$ cat src/rtl/uart_pkg.sv
// Shared definitions for the UART receive packet controller.
//   state_e       : controller FSM states (CSUM exists only with UART_PKT_CHECKSUM_EN)
//   ERR_*         : err_code encodings
//   SYNC_DEFAULT  : default start-of-frame marker
// Optional feature macro: UART_PKT_CHECKSUM_EN
package uart_pkg;

  typedef enum logic [2:0] {
    ST_IDLE  = 3'd0,
    ST_LEN   = 3'd1,
    ST_PAY   = 3'd2,
`ifdef UART_PKT_CHECKSUM_EN
    ST_CSUM  = 3'd3,
`endif
    ST_DRAIN = 3'd4
  } state_e;

  localparam logic [1:0] ERR_OVERRUN = 2'd0;
  localparam logic [1:0] ERR_LEN     = 2'd1;
  localparam logic [1:0] ERR_CSUM    = 2'd2;
  localparam logic [1:0] ERR_TIMEOUT = 2'd3;

  localparam logic [7:0] SYNC_DEFAULT = 8'hA5;

endpackage

$ cat src/rtl/uart_pkt_buffer.sv
// Single-packet payload store: MAX_LEN x 8 register file with independent
// write and read pointers. No flow control; the controller sequences it.
//   clk_i      : clock
//   rst_ni     : asynchronous active-low reset (pointers only)
//   clr_i      : synchronous pointer clear
//   wr_en_i    : write wr_data_i at write pointer, then advance it
//   wr_data_i  : byte to store
//   rd_en_i    : advance read pointer
//   rd_data_o  : byte at read pointer (combinational)
//   wr_idx_o   : write pointer, zero-extended to 8 bits
//   rd_idx_o   : read pointer, zero-extended to 8 bits
module uart_pkt_buffer #(
  parameter int unsigned MAX_LEN = 16
) (
  input  logic       clk_i,
  input  logic       rst_ni,
  input  logic       clr_i,
  input  logic       wr_en_i,
  input  logic [7:0] wr_data_i,
  input  logic       rd_en_i,
  output logic [7:0] rd_data_o,
  output logic [7:0] wr_idx_o,
  output logic [7:0] rd_idx_o
);

  localparam int unsigned PTR_W = (MAX_LEN > 1) ? $clog2(MAX_LEN) : 1;

  logic [7:0]       mem [MAX_LEN];
  logic [PTR_W-1:0] wr_ptr_q, wr_ptr_d;
  logic [PTR_W-1:0] rd_ptr_q, rd_ptr_d;

  always_comb begin
    wr_ptr_d = wr_ptr_q;
    rd_ptr_d = rd_ptr_q;
    if (clr_i) begin
      wr_ptr_d = '0;
      rd_ptr_d = '0;
    end else begin
      if (wr_en_i) wr_ptr_d = wr_ptr_q + PTR_W'(1);
      if (rd_en_i) rd_ptr_d = rd_ptr_q + PTR_W'(1);
    end
  end

  always_ff @(posedge clk_i or negedge rst_ni) begin
    if (!rst_ni) begin
      wr_ptr_q <= '0;
      rd_ptr_q <= '0;
    end else begin
      wr_ptr_q <= wr_ptr_d;
      rd_ptr_q <= rd_ptr_d;
    end
  end

  always_ff @(posedge clk_i) begin
    if (wr_en_i && !clr_i) mem[wr_ptr_q] <= wr_data_i;
  end

  assign rd_data_o = mem[rd_ptr_q];
  assign wr_idx_o  = 8'(wr_ptr_q);
  assign rd_idx_o  = 8'(rd_ptr_q);

endmodule

$ cat src/rtl/uart_rx_packet_ctrl.sv
// Frames the UART receive byte stream into packets:
//   SYNC, LEN, LEN payload bytes, [CSUM]
// buffers one packet, validates it, then drains it over a valid/ready stream.
//   clk        : clock, all logic on posedge
//   reset      : asynchronous active-low reset
//   rx_valid   : one-cycle pulse, rx_data holds a received byte
//   rx_data    : received byte
//   out_valid  : out_data valid
//   out_data   : payload byte
//   out_last   : final payload byte of the packet
//   out_ready  : consumer accepts when out_valid && out_ready
//   pkt_ok     : pulse, packet validated and drain begins
//   pkt_err    : pulse, frame/byte discarded; err_code qualifies
//   err_code   : last error (OVERRUN/LEN/CSUM/TIMEOUT)
//   pkt_count  : packets fully drained, wraps
// Optional feature macro: UART_PKT_CHECKSUM_EN (trailing checksum byte checked
// so that LEN + payload + CSUM == 0 mod 256). Undefined: frame ends after payload.
module uart_rx_packet_ctrl
  import uart_pkg::*;
#(
  parameter logic [7:0]  SYNC_BYTE      = SYNC_DEFAULT,
  parameter int unsigned MAX_LEN        = 16,
  parameter int unsigned TIMEOUT_CYCLES = 4340
) (
  input  logic        clk,
  input  logic        reset,
  input  logic        rx_valid,
  input  logic [7:0]  rx_data,
  output logic        out_valid,
  output logic [7:0]  out_data,
  output logic        out_last,
  input  logic        out_ready,
  output logic        pkt_ok,
  output logic        pkt_err,
  output logic [1:0]  err_code,
  output logic [15:0] pkt_count
);

  localparam int unsigned TW        = (TIMEOUT_CYCLES > 1) ? $clog2(TIMEOUT_CYCLES) : 1;
  localparam logic [7:0]  MAX_LEN_B = 8'(MAX_LEN);

  state_e        state_q, state_d;
  logic [7:0]    len_q, len_d;
  logic [TW-1:0] timer_q, timer_d;
  logic          pkt_ok_q, pkt_ok_d;
  logic          pkt_err_q, pkt_err_d;
  logic [1:0]    err_code_q, err_code_d;
  logic [15:0]   pkt_count_q, pkt_count_d;
`ifdef UART_PKT_CHECKSUM_EN
  logic [7:0]    csum_q, csum_d;
`endif

  logic       buf_clr, buf_wr, buf_rd;
  logic [7:0] buf_rd_data, wr_idx, rd_idx;
  logic       drain_valid, drain_last, hs, timeout;

  uart_pkt_buffer #(
    .MAX_LEN (MAX_LEN)
  ) u_buf (
    .clk_i     (clk),
    .rst_ni    (reset),
    .clr_i     (buf_clr),
    .wr_en_i   (buf_wr),
    .wr_data_i (rx_data),
    .rd_en_i   (buf_rd),
    .rd_data_o (buf_rd_data),
    .wr_idx_o  (wr_idx),
    .rd_idx_o  (rd_idx)
  );

  assign drain_valid = (state_q == ST_DRAIN);
  assign drain_last  = drain_valid && (rd_idx == len_q - 8'd1);
  assign hs          = drain_valid && out_ready;
  // A byte arriving in the expiry cycle takes precedence over the timeout.
  assign timeout     = !rx_valid && (timer_q == TW'(TIMEOUT_CYCLES - 1));

  always_comb begin
    state_d     = state_q;
    len_d       = len_q;
    timer_d     = rx_valid ? '0 : timer_q;
    pkt_ok_d    = 1'b0;
    pkt_err_d   = 1'b0;
    err_code_d  = err_code_q;
    pkt_count_d = pkt_count_q;
    buf_clr     = 1'b0;
    buf_wr      = 1'b0;
    buf_rd      = 1'b0;
`ifdef UART_PKT_CHECKSUM_EN
    csum_d      = csum_q;
`endif

    case (state_q)
      ST_IDLE: begin
        buf_clr = 1'b1;
        if (rx_valid && rx_data == SYNC_BYTE) state_d = ST_LEN;
      end

      ST_LEN: begin
        if (rx_valid) begin
          if (rx_data == 8'd0 || rx_data > MAX_LEN_B) begin
            pkt_err_d  = 1'b1;
            err_code_d = ERR_LEN;
            state_d    = ST_IDLE;
          end else begin
            len_d   = rx_data;
`ifdef UART_PKT_CHECKSUM_EN
            csum_d  = rx_data;
`endif
            state_d = ST_PAY;
          end
        end else if (timeout) begin
          pkt_err_d  = 1'b1;
          err_code_d = ERR_TIMEOUT;
          state_d    = ST_IDLE;
        end else begin
          timer_d = timer_q + TW'(1);
        end
      end

      ST_PAY: begin
        if (rx_valid) begin
          buf_wr = 1'b1;
`ifdef UART_PKT_CHECKSUM_EN
          csum_d = csum_q + rx_data;
          if (wr_idx == len_q - 8'd1) state_d = ST_CSUM;
`else
          if (wr_idx == len_q - 8'd1) begin
            state_d  = ST_DRAIN;
            pkt_ok_d = 1'b1;
          end
`endif
        end else if (timeout) begin
          pkt_err_d  = 1'b1;
          err_code_d = ERR_TIMEOUT;
          state_d    = ST_IDLE;
        end else begin
          timer_d = timer_q + TW'(1);
        end
      end

`ifdef UART_PKT_CHECKSUM_EN
      ST_CSUM: begin
        if (rx_valid) begin
          if ((csum_q + rx_data) == 8'h00) begin
            state_d  = ST_DRAIN;
            pkt_ok_d = 1'b1;
          end else begin
            pkt_err_d  = 1'b1;
            err_code_d = ERR_CSUM;
            state_d    = ST_IDLE;
          end
        end else if (timeout) begin
          pkt_err_d  = 1'b1;
          err_code_d = ERR_TIMEOUT;
          state_d    = ST_IDLE;
        end else begin
          timer_d = timer_q + TW'(1);
        end
      end
`endif

      ST_DRAIN: begin
        // Only one packet is buffered, so any byte arriving now is lost.
        if (rx_valid) begin
          pkt_err_d  = 1'b1;
          err_code_d = ERR_OVERRUN;
        end
        if (hs) begin
          buf_rd = 1'b1;
          if (drain_last) begin
            state_d     = ST_IDLE;
            pkt_count_d = pkt_count_q + 16'd1;
          end
        end
      end

      default: state_d = ST_IDLE;
    endcase
  end

  always_ff @(posedge clk or negedge reset) begin
    if (!reset) begin
      state_q     <= ST_IDLE;
      len_q       <= '0;
      timer_q     <= '0;
      pkt_ok_q    <= 1'b0;
      pkt_err_q   <= 1'b0;
      err_code_q  <= '0;
      pkt_count_q <= '0;
`ifdef UART_PKT_CHECKSUM_EN
      csum_q      <= '0;
`endif
    end else begin
      state_q     <= state_d;
      len_q       <= len_d;
      timer_q     <= timer_d;
      pkt_ok_q    <= pkt_ok_d;
      pkt_err_q   <= pkt_err_d;
      err_code_q  <= err_code_d;
      pkt_count_q <= pkt_count_d;
`ifdef UART_PKT_CHECKSUM_EN
      csum_q      <= csum_d;
`endif
    end
  end

  assign out_valid = drain_valid;
  assign out_data  = drain_valid ? buf_rd_data : '0;
  assign out_last  = drain_last;
  assign pkt_ok    = pkt_ok_q;
  assign pkt_err   = pkt_err_q;
  assign err_code  = err_code_q;
  assign pkt_count = pkt_count_q;

endmodule
$ cat config.mk
export PLATFORM = sky130hd
export DESIGN_NAME = uart_rx_packet_ctrl
export DESIGN_NICKNAME = d
export VERILOG_FILES = /design/src/rtl/uart_pkg.sv /design/src/rtl/uart_pkt_buffer.sv /design/src/rtl/uart_rx_packet_ctrl.sv
export SDC_FILE = /design/constraint.sdc
export NUM_CORES = 1
export LEC_CHECK = 0
export ABC_AREA = 1
export BUFFER_PORTS_ARGS = -buffer_cell sky130_fd_sc_hd__clkbuf_2
export CORE_MARGIN = 2
export CORE_UTILIZATION = 55
export DETAILED_ROUTE_END_ITERATION = 10
export GPL_TIMING_DRIVEN = 0
export PLACE_DENSITY_LB_ADDON = 0.25
export RECOVER_POWER = 25
export SLEW_MARGIN = 0
export SYNTH_ARGS = -nofsm -noshare
export SYNTH_HDL_FRONTEND = slang
export SYNTH_HIERARCHICAL = 1
export SYNTH_SLANG_ARGS = --single-unit
$ cat constraint.sdc
create_clock -name clk -period 2.54 [get_ports clk]
set_input_delay 0.508 -clock clk [delete_from_list [all_inputs] [get_ports clk]]
set_output_delay 0.508 -clock clk [all_outputs]
set_load 0.01 [all_outputs]
=== Word level (Yosys, flattened, before mapping) ===
Memory sizes are Yosys's and may differ from the RTL's.
Cells that the tools add are included.

* Bits in registers: 52
* RAM bits: 128
* Output and inout port bits: 30
* Logic and storage cells: 88
* Memories: 1

{| class="wikitable"
|+ Memory list
! name !! depth !! width !! rd ports !! clocked after memory_dff !! wr ports !! line !! source
|-
| u_buf.mem || 16 || 8 || 1 || 0 || 1 || uart_pkt_buffer.sv:28 || <nowiki>logic [7:0] mem [MAX_LEN];</nowiki>
|}

* Add/subtract/negate cells: 5
* $lt $le $gt $ge: 1
* Equality and inequality tests: 14
* Mux-type cells: 39
* Bitwise gates (word level): 1
* Reduce and logical (&&, ||, !) cells: 18

{| class="wikitable"
|+ Operator list
! kind !! count
|-
| 13-bit two-way mux || 4
|-
| 3-bit two-way mux || 7
|-
| 16-bit by 1-bit adder with 16-bit output, second input constant || 1
|-
| 4-bit by 8-bit equality test with 1-bit output || 2
|-
| 4-bit two-way mux || 4
|-
| 1-bit two-way mux || 14
|-
| 13-bit by 1-bit adder with 13-bit output, second input constant || 1
|-
| 13-bit equality test, second input constant || 1
|-
| 2-bit two-way mux || 6
|-
| 3-bit one-hot mux with 4 select lines || 1
|-
| 4-bit by 1-bit adder with 4-bit output, second input constant || 2
|-
| 8-bit equality test, second input constant || 1
|-
| 8-bit by 5-bit > comparator with 1-bit output, second input constant || 1
|-
| 8-bit logical NOT || 1
|-
| 8-bit two-way mux || 1
|-
| 2-bit != test, second input constant || 4
|-
| 4-bit AND reduction || 2
|-
| 8-bit by 1-bit subtractor with 8-bit output, second input constant || 1
|-
| 3-bit != test, second input constant || 2
|-
| 2-bit one-hot mux with 3 select lines || 1
|-
| 3-bit AND reduction || 2
|-
| 1-bit logical AND || 5
|-
| 2-bit nonzero test || 2
|-
| 3-bit by 1-bit equality test with 1-bit output, second input constant || 1
|-
| 10 further kinds || 11
|}

=== Logic depth before layout (Yosys ltp) ===
Gate-level depths: netlist of run 1.

* Depth after elaboration: 6
* Depth in mapped cells: 15

=== Hierarchy ===
The synthesis of run 1 kept the hierarchy.

{| class="wikitable"
|+ Modules (own cells, without submodules)
! module !! instances !! cells an instance !! area each (sq um)
|-
| uart_pkt_buffer || 1 || 593 || 6,018.3
|-
| uart_rx_packet_ctrl || 1 || 435 || 2,987.9
|}

=== Least setup slack after synthesis of run 1 ===
No wires, ideal clock.

* Kind: flip-flop to output port
* Start: register len_q[0]
* End: output out_last
* Arrival time: 1.734 ns
* Data required time: 2.032 ns
* Setup slack: 0.298 ns
* Stages on the path, launching flop included: 12
* Path buffers: 1
* Path through: dfrtp_1 > inv_2 > ha_1 > nand2_1 > o21ai_1 > nand2_1 > nand2_1 > nand3_1 > nor2_4 > nand2_2 > nor2_4 > buf_6

* Cells in the longest elaborated chain, start to end: 3

{| class="wikitable"
|+ Ends and longest elaborated chain
! what !! line !! source
|-
| from (decl) || uart_rx_packet_ctrl.sv:43 || <nowiki>logic [7:0] len_q, len_d;</nowiki>
|-
| from (signal assigned) || uart_rx_packet_ctrl.sv:195 || <nowiki>len_q <= len_d;</nowiki>
|-
| 8-bit by 1-bit subtractor with 8-bit output || uart_rx_packet_ctrl.sv:72 || <nowiki>assign drain_last = drain_valid && (rd_idx == len_q - 8'd1);</nowiki>
|-
| 4-bit by 8-bit equality test with 1-bit output || uart_rx_packet_ctrl.sv:72 ||
|-
| 1-bit logical AND || uart_rx_packet_ctrl.sv:72 ||
|-
| to (decl) || uart_rx_packet_ctrl.sv:31 || <nowiki>output logic out_last,</nowiki>
|}

No other way between the ends.

=== Worst setup path after layout of run 1 ===
* Start: register len_q[1]
* End: output out_last

Same word-level chain as after synthesis.

==> implementation parameters, run 1 <==
Parameter                              Value

Yosys
  Warnings from Yosys    6
  Mux contribution to synthesized area    0%
  Synthesized-area fraction occupied by xor and xnor cells    1.94%
  Sequential element share of the synthesized area    57.1%
  Flip-flop cell with the highest count after synthesis    sky130_fd_sc_hd__edfxtp_1
  Yosys cell types    38
  Most area-consuming cells after synthesis    sky130_fd_sc_hd__edfxtp_1 (43%), sky130_fd_sc_hd__dfrtp_1 (14%), sky130_fd_sc_hd__nand2_1 (12%), sky130_fd_sc_hd__nand3_1 (8.2%), sky130_fd_sc_hd__inv_1 (6.8%)
  Dominant combinational cell family by area after synthesis    simple AND/OR/NAND/NOR gates
  Number of synthesized register bits    between 150 and 200
  Post-Synth Simple-Gate Area    between 20% and 30%
  Area of the mapped netlist    between 9000 and 10000 µm²
  Area share of the largest cell type after synthesis    42.7%
  Adder-cell share of the synthesized area    1.11%
  Largest area contributor in the netlist    sky130_fd_sc_hd__edfxtp_1
  Compound-Gate Fraction of Synth Area    2.70%
  Number of flops mapped to enable cells by yosys    128
  Synth top cells by count    sky130_fd_sc_hd__nand2_1 (290), sky130_fd_sc_hd__inv_1 (164), sky130_fd_sc_hd__nand3_1 (148)
  Most used standard cell by instance count after synthesis    sky130_fd_sc_hd__nand2_1
  Share of flip-flops with an asynchronous set or reset    between 20% and 30%
  Post-synthesis area per instance    approximately 8.8 µm²
  Synth Instances    slightly above 1000

Finish
  Count of nets after finishing    ~1100
  Area growth from synthesis to layout    16.5%
  Number of diodes added for antenna fixing    0
  Core Util, Final    between 60% and 70%
  Share of cells above drive strength 1    16.0%

Status
  Failing checks    setup timing
  Result of the run    finished, violations left

Detailed routing
  Final antenna-violating net count    0
  Ratio of routed vias to standard cells    between 5 and 6
  Total length of routed met2 wires    between 10000 and 15000 µm
  Number of detailed-routing iterations run before antenna repair    7
  Total Wirelength    between 20000 and 25000 µm
  Post-Route M1 WL    approximately 9700 µm
  Routed met3 length    between 1500 and 2000 µm
  Routed wire length per instance    about 17 µm
  Starting DRC count in detailed routing    893
  Via count    ~7200
  Highest routed metal layer    met4
  Number of design rule violations left after detail routing    0

Clocking
  H-Tree Level Count    4
  CTS sink count    between 150 and 200
  Clock tree from TritonCTS    yes
  CTS root buffer    sky130_fd_sc_hd__clkbuf_16
  Clock transition at the register clock pins on the worst setup and hold paths after CTS    roughly 70 ps
  Insertion delay to the later sink of the worst-skew pair    ~430 ps
  Number of CTS-inserted buffers    17
  Number of buffers on the longest clock path    2

Floorplanning
  Initial Util    a little under three fifths
  Core area    ~16000 µm²
  Height of the die    roughly 130 µm
  Die Span X    approximately 130 µm
  Total I/O pin count    between 40 and 50
  Total die area    about 17000 µm²
  Placement row count    46

Worst setup path
  Max FO, Critical Path    4
  Arrival time worst endpoint    between 2000 and 2500 ps
  Required time of the critical path    between 2000 and 2500 ps
  Endpoint class of the critical path    output port
  Class of the most critical setup path    reg -> out
  Type of origin of the critical path    flip-flop

Global route
  Number of global-route vias before repair    between 6000 and 7000
  GRT Resource Usage Total    about a quarter
  Initial antenna violation count    0
  Global route total overflow    0
  Largest net degree at the start of global routing    53
  Wire length of the first global-routing pass    34800 µm

Pwr
  Worst ir drop on vdd    approximately 0.51 mV
  Static Leakage    4.71 nW
  Areal power density over the cells    between 600 and 700 nW/µm²
  Power Total    between 6 and 7 mW

STA
  Worst hold slack    230 ps
  Endpoints failing hold    0
  Worst clock skew    7.53 ps
  Pins over their slew limit    0
  Tightest slew margin relative to the limit    a little under a third
  Final period demand of the worst path    between 2000 and 3000 ps
  Minimum setup slack in the final design    -44.4 ps
  Actual transition at the worst max-transition pin    a little over 1000 ps
  Setup repair after global routing missed its margin    true
  Fraction of the cycle the final worst path needs    102%
  Setup violators final    2
  Maximum operating frequency    approximately 0.39 GHz

Place
  HPWL Detailed    between 10000 and 15000 µm
  Input/output buffers    40
  Final GP Congestion    between 0.9 and 1

Min path
  Worst hold-check path type    in -> async

Job
  Max-cap violations    0
==> report_power, final <==
part           internal, mW  switching, mW
logic                 0.455          0.648
registers              3.24          0.111
clock network          1.37           1.09
==> sequential cells by signal, summed over array words and instances, names as in the netlist <==
register        count
pkt_err             1
len_q               8
u_buf/rd_ptr_q      4
err_code            2
pkt_ok              1
u_buf/wr_ptr_q      4
state_q             3
pkt_count          16
timer_q            13
u_buf/mem         128
==> cell type report <==
class                      count  area, µm²
clock inverter                 9       83.8
buffer                        38        282
inverter                     171        654
timing repair buffer          63        372
sequential                   180       5150
fill                        1303       5450
clock buffer                  23        458
tap                          216        270
multi-input combinational    645       3230
==> through the flow <==
stage                     setup TNS (ps)  instances  worst slack, ps  instance area (µm²)
after floorplan                        0       1035              298                 9030
after global placement            -34060       1291             -429                 9500
after detailed placement          -35100       1291             -432                 9500
after CTS                           -210       1345             -183                10400
after global routing                -932       1345             -176                10500
final                              -56.8       1345            -44.4                10500
==> placed cells by master (no fill, tap or decap), drive strengths merged <==
cell type  netlist  final
nand2          291    291
bufinv           0      1
ha               8      8
nand3b           5      5
o21ai           22     22
a21oi           14     14
nor2            79     79
xnor2            6      6
conb             1      8
clkinv           1      4
nor3            20     20
and3             1      1
nand4           15     15
a211oi           1      1
or2              2      2
o211ai           1      1
xor2            14     14
a22o             1      1
o31ai            1      1
a31oi            1      1
nand3          148    148
clkbuf           4     64
edfxtp         128    128
buf             35     60
o311a            1      1
o21a             2      2
inv            170    171
dfrtp           52     52
clkinvlp         0      4
nor4             4      4
==> worst paths after layout <==
| kind | endpoint | slack [ps] | start | cells past startpoint |
|---|---|---|---|---|
| setup / recovery | out_last | -40 | len_q[1] | 13 |
| min in group clk | timer_q[1] | 370 | rx_valid | 2 |
| hold / removal | pkt_count[7] | 230 | reset | 1 |
| setup reg to reg | state_q[2] | 140 | len_q[1] | 17 |
| hold reg to reg | timer_q[10] | 510 | timer_q[10] | 1 |
| max in group asynchronous | len_q[0] | 830 | reset | 2 |
==> critical path, cell delays in order, from the launching register on <==
cell and delay (ps):
sky130_fd_sc_hd__dfrtp_1 400, sky130_fd_sc_hd__inv_2 100, sky130_fd_sc_hd__ha_4 160, sky130_fd_sc_hd__inv_2 40
sky130_fd_sc_hd__nand2_2 60, sky130_fd_sc_hd__nand2_2 70, sky130_fd_sc_hd__nand2_2 60, sky130_fd_sc_hd__nand2_2 60
sky130_fd_sc_hd__nor2_1 90, sky130_fd_sc_hd__nand4_1 130, sky130_fd_sc_hd__nor2_4 120, sky130_fd_sc_hd__nand2_2 80
sky130_fd_sc_hd__nor2_4 140, sky130_fd_sc_hd__buf_6 120
==> cell families (layout without fill, tap and decap cells) <==
group,after synthesis,count (layout)
and+or+nand+nor,565,565
buffers and inverters,210,304
DFF,180,180
AOI/OAI and AO/OA,44,44
xor gates and xnor gates,20,20
adders and majority gates,8,8
other,1,8
==> layer usage <==
metal	up-vias	track usage, %
met4	0	10.3
met5	-	0
met3	46	4.65
met1	3363	36.0
li1	3475	-
met2	293	41.5
==> repair_timing <==
| action | CTS | global route |
|---|---|---|
| setup buffers | 22 | 2 |
| pin swaps | 12 | 14 |
| setup endpoints to repair | 105 | 107 |
| hold buffers | 0 | 0 |
| resized for setup | 51 | 41 |
| endpoints found under the hold margin | 0 | 0 |
Power figures use the tool's default switching activity.
==> run 2, diff against run 1 <==
Settings changed: CORE_ASPECT_RATIO from default to 1.75, PLACE_DENSITY from default to 0.79, PLACE_DENSITY_LB_ADDON 0.25 to default.
==> run 2 against run 1 <==
  * The run still ends with setup timing left
  * Via count up 6.3%
  * Utilization is 3.0 points higher
  * Hold slack improved by 140 ps
==> implementation parameters, run 2 (synthesis results as in run 1) <==
Parameter                              Value

Detailed routing
  Starting DRC count in detailed routing    597 (-33%)
  Total length of routed met2 wires    13300 µm (+27%)
  Final antenna-violating net count    0 (unchanged)
  Total Wirelength    25200 µm (+13%)
  Number of detailed-routing iterations run before antenna repair    5 (-2)
  Number of design rule violations left after detail routing    0 (unchanged)
  Post-Route M1 WL    8400 µm (-13%)
  Routed wire length per instance    19.0 µm (+15%)
  Routed met3 length    1570 µm (-0.38%)
  Ratio of routed vias to standard cells    5.76 (+7.9%)
  Via count    7629 (+6.3%)
  Highest routed metal layer    met4

Finish
  Finished Cell Area    11000 µm² (+4.6%)
  Top library cells by usage in the layout, fill and taps aside    sky130_fd_sc_hd__nand2_1 (266), sky130_fd_sc_hd__inv_1 (161), sky130_fd_sc_hd__edfxtp_1 (128)
  Largest register by flop count    u_buf/mem
  Area growth from synthesis to layout    21.8%
  Core Util, Final    68.8% (+3.0 points)
  Fill cell count    1176 (-9.7%)
  Most common library cell in the layout ignoring fill and taps    sky130_fd_sc_hd__nand2_1
  Count of nets after finishing    1143 (+0.62%)
  Number of diodes added for antenna fixing    0 (unchanged)
  Max FFs per register    128 (unchanged)
  Share of cells above drive strength 1    20.2% (+4.2 points)

STA
  Minimum setup slack in the final design    -207 ps (-162 ps)
  Worst clock skew    17.2 ps (+9.67 ps)
  Endpoints failing hold    0 (unchanged)
  Setup TNS Final    -266 ps (-209 ps)
  Tightest slew margin relative to the limit    29.4% (-2.3 points)
  Setup repair after global routing missed its margin    true
  Fraction of the cycle the final worst path needs    108% (+6.4 points)
  Actual transition at the worst max-transition pin    1060 ps (+33.8 ps)
  Final period demand of the worst path    2750 ps (+162 ps)
  Maximum operating frequency    0.364 GHz (-5.9%)
  Pins over their slew limit    0 (unchanged)
  Setup violators final    4 (+2)

Pwr
  Sequential Power Share    47.9% (-0.6 points)
  Switching pwr    1.88 mW (+2.1%)
  Cell-internal power    5.15 mW (+1.6%)
  Worst ir drop on vdd    0.519 mV (+1.1%)
  Combinational share of power    13.8% (-2.1 points)
  Static Leakage    4.89 nW (+3.8%)
  Power Total    7.04 mW (+1.7%)
  Switching share of total power    26.8% (+0.091 points)
  Clk network pwr share    38.3% (+2.7 points)
  Areal power density over the cells    641 nW/µm² (-2.7%)

Worst setup path
  Required time of the critical path    2030 ps (about the same)
  Class of the most critical setup path    reg -> out
  Arrival time worst endpoint    2240 ps (+160 ps)
  Type of origin of the critical path    flip-flop
  Endpoint class of the critical path    output port
  Max FO, Critical Path    4 (unchanged)

Clocking
  Insertion delay to the later sink of the worst-skew pair    440 ps (about the same)
  Clock transition at the register clock pins on the worst setup and hold paths after CTS    70 ps (about the same)
  CTS sink count    180 (unchanged)
  Number of buffers on the longest clock path    2 (unchanged)
  Clock tree from TritonCTS    yes
  Number of CTS-inserted buffers    17 (unchanged)
  CTS root buffer    sky130_fd_sc_hd__clkbuf_16
  H-Tree Level Count    4 (unchanged)

Place
  Final GP Congestion    0.924 (-1.4%)
  Placement Cell Area    9470 µm² (-0.36%)
  Input/output buffers    40 (unchanged)
  HPWL Detailed    15700 µm (+6.5%)

Global route
  Wire length of the first global-routing pass    36100 µm (+3.9%)
  Global route total overflow    0 (unchanged)
  Initial antenna violation count    0 (unchanged)
  Largest net degree at the start of global routing    53 (unchanged)
  Number of global-route vias before repair    7282 (+9.4%)
  GRT Resource Usage Total    27.1% (+1.0 points)

Min path
  Worst hold-check path type    in -> reg

Job
  Max-cap violations    0 (unchanged)

Status
  Failing checks    setup timing
  Result of the run    finished, violations left

Floorplanning
  Height of the die    173 µm (+31%)
  Die Span X    101 µm (-24%)
  Initial Util    56.5% (about the same)
  Total I/O pin count    42 (unchanged)
  Placement row count    61 (+33%)
  Core area    16000 µm² (about the same)
  Total die area    17500 µm² (+0.23%)
-- run 2: cell count changes in the layout (fill, tap and decap cells not counted), sizes merged --
cell,change
bufinv,+2
inv,+3
clkinvlp,-1
clkinv,+2
buf,+9
clkbuf,-9
dlygate4sd3,+1
-- run 2: stage by stage --
| step | hold slack, ps | cells | worst slack [ps] |
|---|---|---|---|
| 5_1_grt | 365 | 1325 | -322 |
| 2_1_floorplan | 212 | 1035 | 298 |
| 3_5_place_dp | 493 | 1264 | -432 |
| 4_1_cts | 364 | 1307 | -232 |
| 3_3_place_gp | 500 | 1264 | -373 |
| 6_report | 373 | 1325 | -207 |
-- run 2: metal layers --
metal	global-route usage, %	vias up
li1	-	3486
met1	28.0	3611
met2	48.6	405
met3	5.00	127
met4	17.8	0
met5	0	-
-- run 2: critical path, stage by stage (launching register included) --
cell,delay [ps]
sky130_fd_sc_hd__dfrtp_1,430
sky130_fd_sc_hd__inv_2,100
sky130_fd_sc_hd__ha_4,160
sky130_fd_sc_hd__nand2_4,70
sky130_fd_sc_hd__o21ai_2,160
sky130_fd_sc_hd__nand2_1,100
sky130_fd_sc_hd__nand2_1,90
sky130_fd_sc_hd__nand3_1,120
sky130_fd_sc_hd__nor2_4,150
sky130_fd_sc_hd__nand2_2,90
sky130_fd_sc_hd__nor2_4,130
sky130_fd_sc_hd__buf_6,130
sky130_fd_sc_hd__buf_6,100
-- run 2: timing repair --
item,CTS,global route
endpoints found under the setup margin,105,105
hold buffers,0,1
pin swaps,9,47
endpoints found under the hold margin,0,12
gates cloned,0,4
gates resized for setup,56,131
buffers inserted,11,12
-- run 2: area by class of cell --
cell class / count / area [µm²] / area share [%]
repair inverters: 1 / 8.76 / 0.0798
flip-flops and latches: 180 / 5150 / 46.9
clock buffers: 18 / 429 / 3.91
plain buffers: 39 / 374 / 3.41
multi-input cells: 645 / 3420 / 31.2
inverters: 171 / 668 / 6.09
well taps: 189 / 236 / 2.16
clock inverters: 14 / 175 / 1.60
repair buffers: 68 / 509 / 4.64
-- run 2: power by group through the flow --
| stage | combinational, mW | clock, mW | sequential (mW) |
|---|---|---|---|
| after floorplan | 0.578 | 0 | 3.38 |
| after global placement | 0.763 | 0 | 3.40 |
| after detailed placement | 0.789 | 0 | 3.41 |
| after CTS | 0.890 | 2.71 | 3.36 |
| after global routing | 1.07 | 2.84 | 3.38 |
| final | 0.971 | 2.70 | 3.37 |
-- run 2: worst paths after layout --
path,start,to,slack [ps],cells after the start
setup / recovery,len_q[1],out_last,-210,12
hold / removal,rx_valid,timer_q[1],370,2
setup reg to reg,state_q[2],u_buf/mem[5][2],80,7
hold reg to reg,err_code[1],err_code[1],510,2
max in group asynchronous,reset,timer_q[12],1500,3
min in group asynchronous,reset,pkt_count[12],500,2
==> run 3, diff against run 2 <==
Settings changed: PLACE_DENSITY 0.79 to 0.81, SKIP_LAST_GASP from default to 1.
==> run 3 against run 2 <==
  * The flow still finishes with violations (setup timing)
  * Sequential cell count did not move
  * Final area is 3.1% lower
  * Combinational power grew 1%
  * Wire length fell by 5.7%
  * Maximum frequency up 3.6%
  * Critical path type unchanged
  * Largest power group unchanged
==> implementation parameters, run 3 (synthesis results as in run 1) <==
Parameter                              Value

Clocking
  Number of buffers on the longest clock path    2 (unchanged)
  Number of hold buffers added after cts    0 (unchanged)
  CTS root buffer    sky130_fd_sc_hd__clkbuf_16
  Insertion delay to the later sink of the worst-skew pair    440 ps (about the same)
  Clock tree from TritonCTS    yes
  CTS sink count    180 (unchanged)
  Clock transition at the register clock pins on the worst setup and hold paths after CTS    70 ps (about the same)
  H-Tree Level Count    4 (unchanged)
  Number of CTS-inserted buffers    17 (unchanged)

Status
  Result of the run    finished, violations left
  Failing checks    setup timing

Worst setup path
  Max FO, Critical Path    4 (unchanged)
  Arrival time worst endpoint    2140 ps (-100 ps)
  CP cell instances    inv_2, ha_4, nand2_4, nor2_4, nand3_2, nand3b_1, nand4_1, nor2_4, nand2_2, nor2_4, buf_6
  Family with the most delay on the worst path    simple AND/OR/NAND/NOR gates
  CP dominant cell by count    sky130_fd_sc_hd__nor2_4
  Worst path buffer plus inverter count    2 (-1)
  Max stage delay cell, worst path    sky130_fd_sc_hd__dfrtp_1
  Type of origin of the critical path    flip-flop
  Endpoint class of the critical path    output port
  Class of the most critical setup path    reg -> out
  Required time of the critical path    2030 ps (about the same)
  Maximum cell stage delay along the critical path    420 ps (about the same)

STA
  Setup violators final    1 (-3)
  Tightest slew margin relative to the limit    33.9% (+4.5 points)
  Pins over their slew limit    0 (unchanged)
  Endpoints failing hold    0 (unchanged)
  Setup repair after global routing missed its margin    true
  Minimum setup slack in the final design    -112 ps (+94.7 ps)
  Fraction of the cycle the final worst path needs    104% (-3.7 points)
  Worst clock skew    18.4 ps (+1.21 ps)
  Maximum operating frequency    0.377 GHz (+3.6%)
  Final period demand of the worst path    2650 ps (-94.7 ps)
  Actual transition at the worst max-transition pin    992 ps (-67.0 ps)
  Setup TNS Final    -112 ps (+153 ps)

Floorplanning
  Total die area    17500 µm² (unchanged)
  Initial Util    56.5% (unchanged)
  Total I/O pin count    42 (unchanged)
  Placement row count    61 (unchanged)
  Die Span X    101 µm (unchanged)
  Height of the die    173 µm (unchanged)
  Core area    16000 µm² (unchanged)

Finish
  Number of diodes added for antenna fixing    0 (unchanged)
  Area taken by flip-flops and latches    5150 µm² (unchanged)
  Fill cell count    1186 (+0.85%)
  Area growth from synthesis to layout    18.0%
  Multi-input logic area    3270 µm² (-4.5%)
  Largest register by flop count    u_buf/mem
  Top library cells by usage in the layout, fill and taps aside    sky130_fd_sc_hd__nand2_1 (282), sky130_fd_sc_hd__inv_1 (162), sky130_fd_sc_hd__nand3_1 (130)
  Max FFs per register    128 (unchanged)
  Layout Cells excl Fill    1321 (-0.30%)
  Most common library cell in the layout ignoring fill and taps    sky130_fd_sc_hd__nand2_1
  Share of cells above drive strength 1    17.3% (-2.9 points)
  Count of nets after finishing    1139 (-0.35%)

Detailed routing
  Ratio of routed vias to standard cells    5.65 (-1.8%)
  Number of design rule violations left after detail routing    0 (unchanged)
  Routed wire length per instance    18.0 µm (-5.4%)
  Total Wirelength    23800 µm (-5.7%)
  Number of detailed-routing iterations run before antenna repair    6 (+1)
  Final antenna-violating net count    0 (unchanged)
  Via count    7467 (-2.1%)
  Starting DRC count in detailed routing    489 (-18%)

Global route
  Wire length of the first global-routing pass    35200 µm (-2.5%)
  GRT Resource Usage Total    26.6% (-0.58 points)
  Number of global-route vias before repair    7098 (-2.5%)
  Initial antenna violation count    0 (unchanged)
  Largest net degree at the start of global routing    53 (unchanged)
  Global route total overflow    0 (unchanged)

Place
  Total instance count after detailed placement    1264 (unchanged)
  Input/output buffers    40 (unchanged)
  HPWL Detailed    15400 µm (-2.4%)
  Final GP Congestion    0.880 (-4.8%)
  Worst setup timing slack at the placement stage    -401 ps (+30.1 ps)

Pwr
  Worst ir drop on vdd    0.462 mV (-11%)
  Switching share of total power    27.4% (+0.66 points)
  Clk network pwr share    37.2% (-1.1 points)
  Sequential Power Share    48.6% (+0.7 points)
  Cell-internal power    5.04 mW (-2.2%)
  Areal power density over the cells    653 nW/µm² (+1.9%)
  Combinational share of power    14.2% (+0.4 points)
  Static Leakage    4.80 nW (-1.9%)
  Switching pwr    1.90 mW (+1.1%)
  Power Total    6.94 mW (-1.3%)

Job
  Max-cap violations    0 (unchanged)

Min path
  Worst hold-check path type    in -> async
==> run 3: cell count changes in the layout (fill, tap and decap cells not counted), moves of 3 or more <==
| cell | change |
|---|---|
| sky130_fd_sc_hd__clkinvlp_4 | -3 |
| sky130_fd_sc_hd__bufinv_16 | -3 |
| sky130_fd_sc_hd__nand3_2 | -15 |
| sky130_fd_sc_hd__clkbuf_2 | +10 |
| sky130_fd_sc_hd__buf_4 | +6 |
| sky130_fd_sc_hd__clkbuf_1 | -3 |
| sky130_fd_sc_hd__nand2_2 | -11 |
| sky130_fd_sc_hd__nand2_1 | +16 |
| sky130_fd_sc_hd__nand2_4 | -5 |
| sky130_fd_sc_hd__buf_2 | -5 |
| sky130_fd_sc_hd__buf_8 | -6 |
| sky130_fd_sc_hd__nand3_1 | +16 |
==> run 3: what timing repair did <==
action	CTS	global route
endpoints found under the setup margin	105	105
gates resized for setup	49	74
setup buffers	11	14
pin swaps	10	13
==> run 3: worst register-to-register path, stage by stage, from the launching register on <==
cell	delay [ps]
sky130_fd_sc_hd__dfrtp_1	420
sky130_fd_sc_hd__inv_1	140
sky130_fd_sc_hd__nand3b_1	230
sky130_fd_sc_hd__nor2_4	270
sky130_fd_sc_hd__inv_1	80
sky130_fd_sc_hd__nor2_1	260
sky130_fd_sc_hd__nand2_1	350
sky130_fd_sc_hd__nor2_4	390
==> run 3: layer usage <==
metal  vias up  GRT usage [%]  wire (µm)
met3       102           5.20       1400
li1       3486              -          -
met2       353           46.6      12800
met5         -              0          0
met1      3526           28.4       8040
met4         0           17.0       1550
==> run 3: final timing paths <==
path,start,to,slack (ps),depth (start not counted)
worst min-delay path,reset,pkt_count[11],160,1
worst min register to register,err_code[1],err_code[1],530,2
max in group asynchronous,reset,u_buf/rd_ptr_q[0],830,2
worst max-delay path,len_q[1],out_last,-110,11
worst max register to register,state_q[2],u_buf/mem[1][6],60,7
min in group clk,rx_valid,timer_q[1],400,2
==> run 3: stage by stage <==
step | utilization, % | cell area (µm²) | hold WS, ps
after floorplan | - | 9030 | 212
after global placement | 59.4 | 9470 | 500
after detailed placement | 59.4 | 9470 | 504
after CTS | 64.5 | 10300 | 373
after global routing | 66.6 | 10600 | 234
final | 66.6 | 10600 | 162
==> run 3: power by group through the flow <==
stage	Combinational (mW)	Sequential [mW]	Clock, mW
6_report	0.982	3.38	2.58
5_1_grt	1.09	3.39	2.73
4_1_cts	0.930	3.35	2.59
3_5_place_dp	0.796	3.41	0
3_3_place_gp	0.767	3.40	0
2_1_floorplan	0.578	3.38	0
==> run 3: final cells by class <==
cell class	count	share of cell area, %
plain buffers	38	3.11
clock inverters	12	0.847
well taps	189	2.22
multi-input cells	645	30.8
repair buffers	66	3.73
flip-flops and latches	180	48.4
inverters	171	6.18
clock buffers	20	4.71
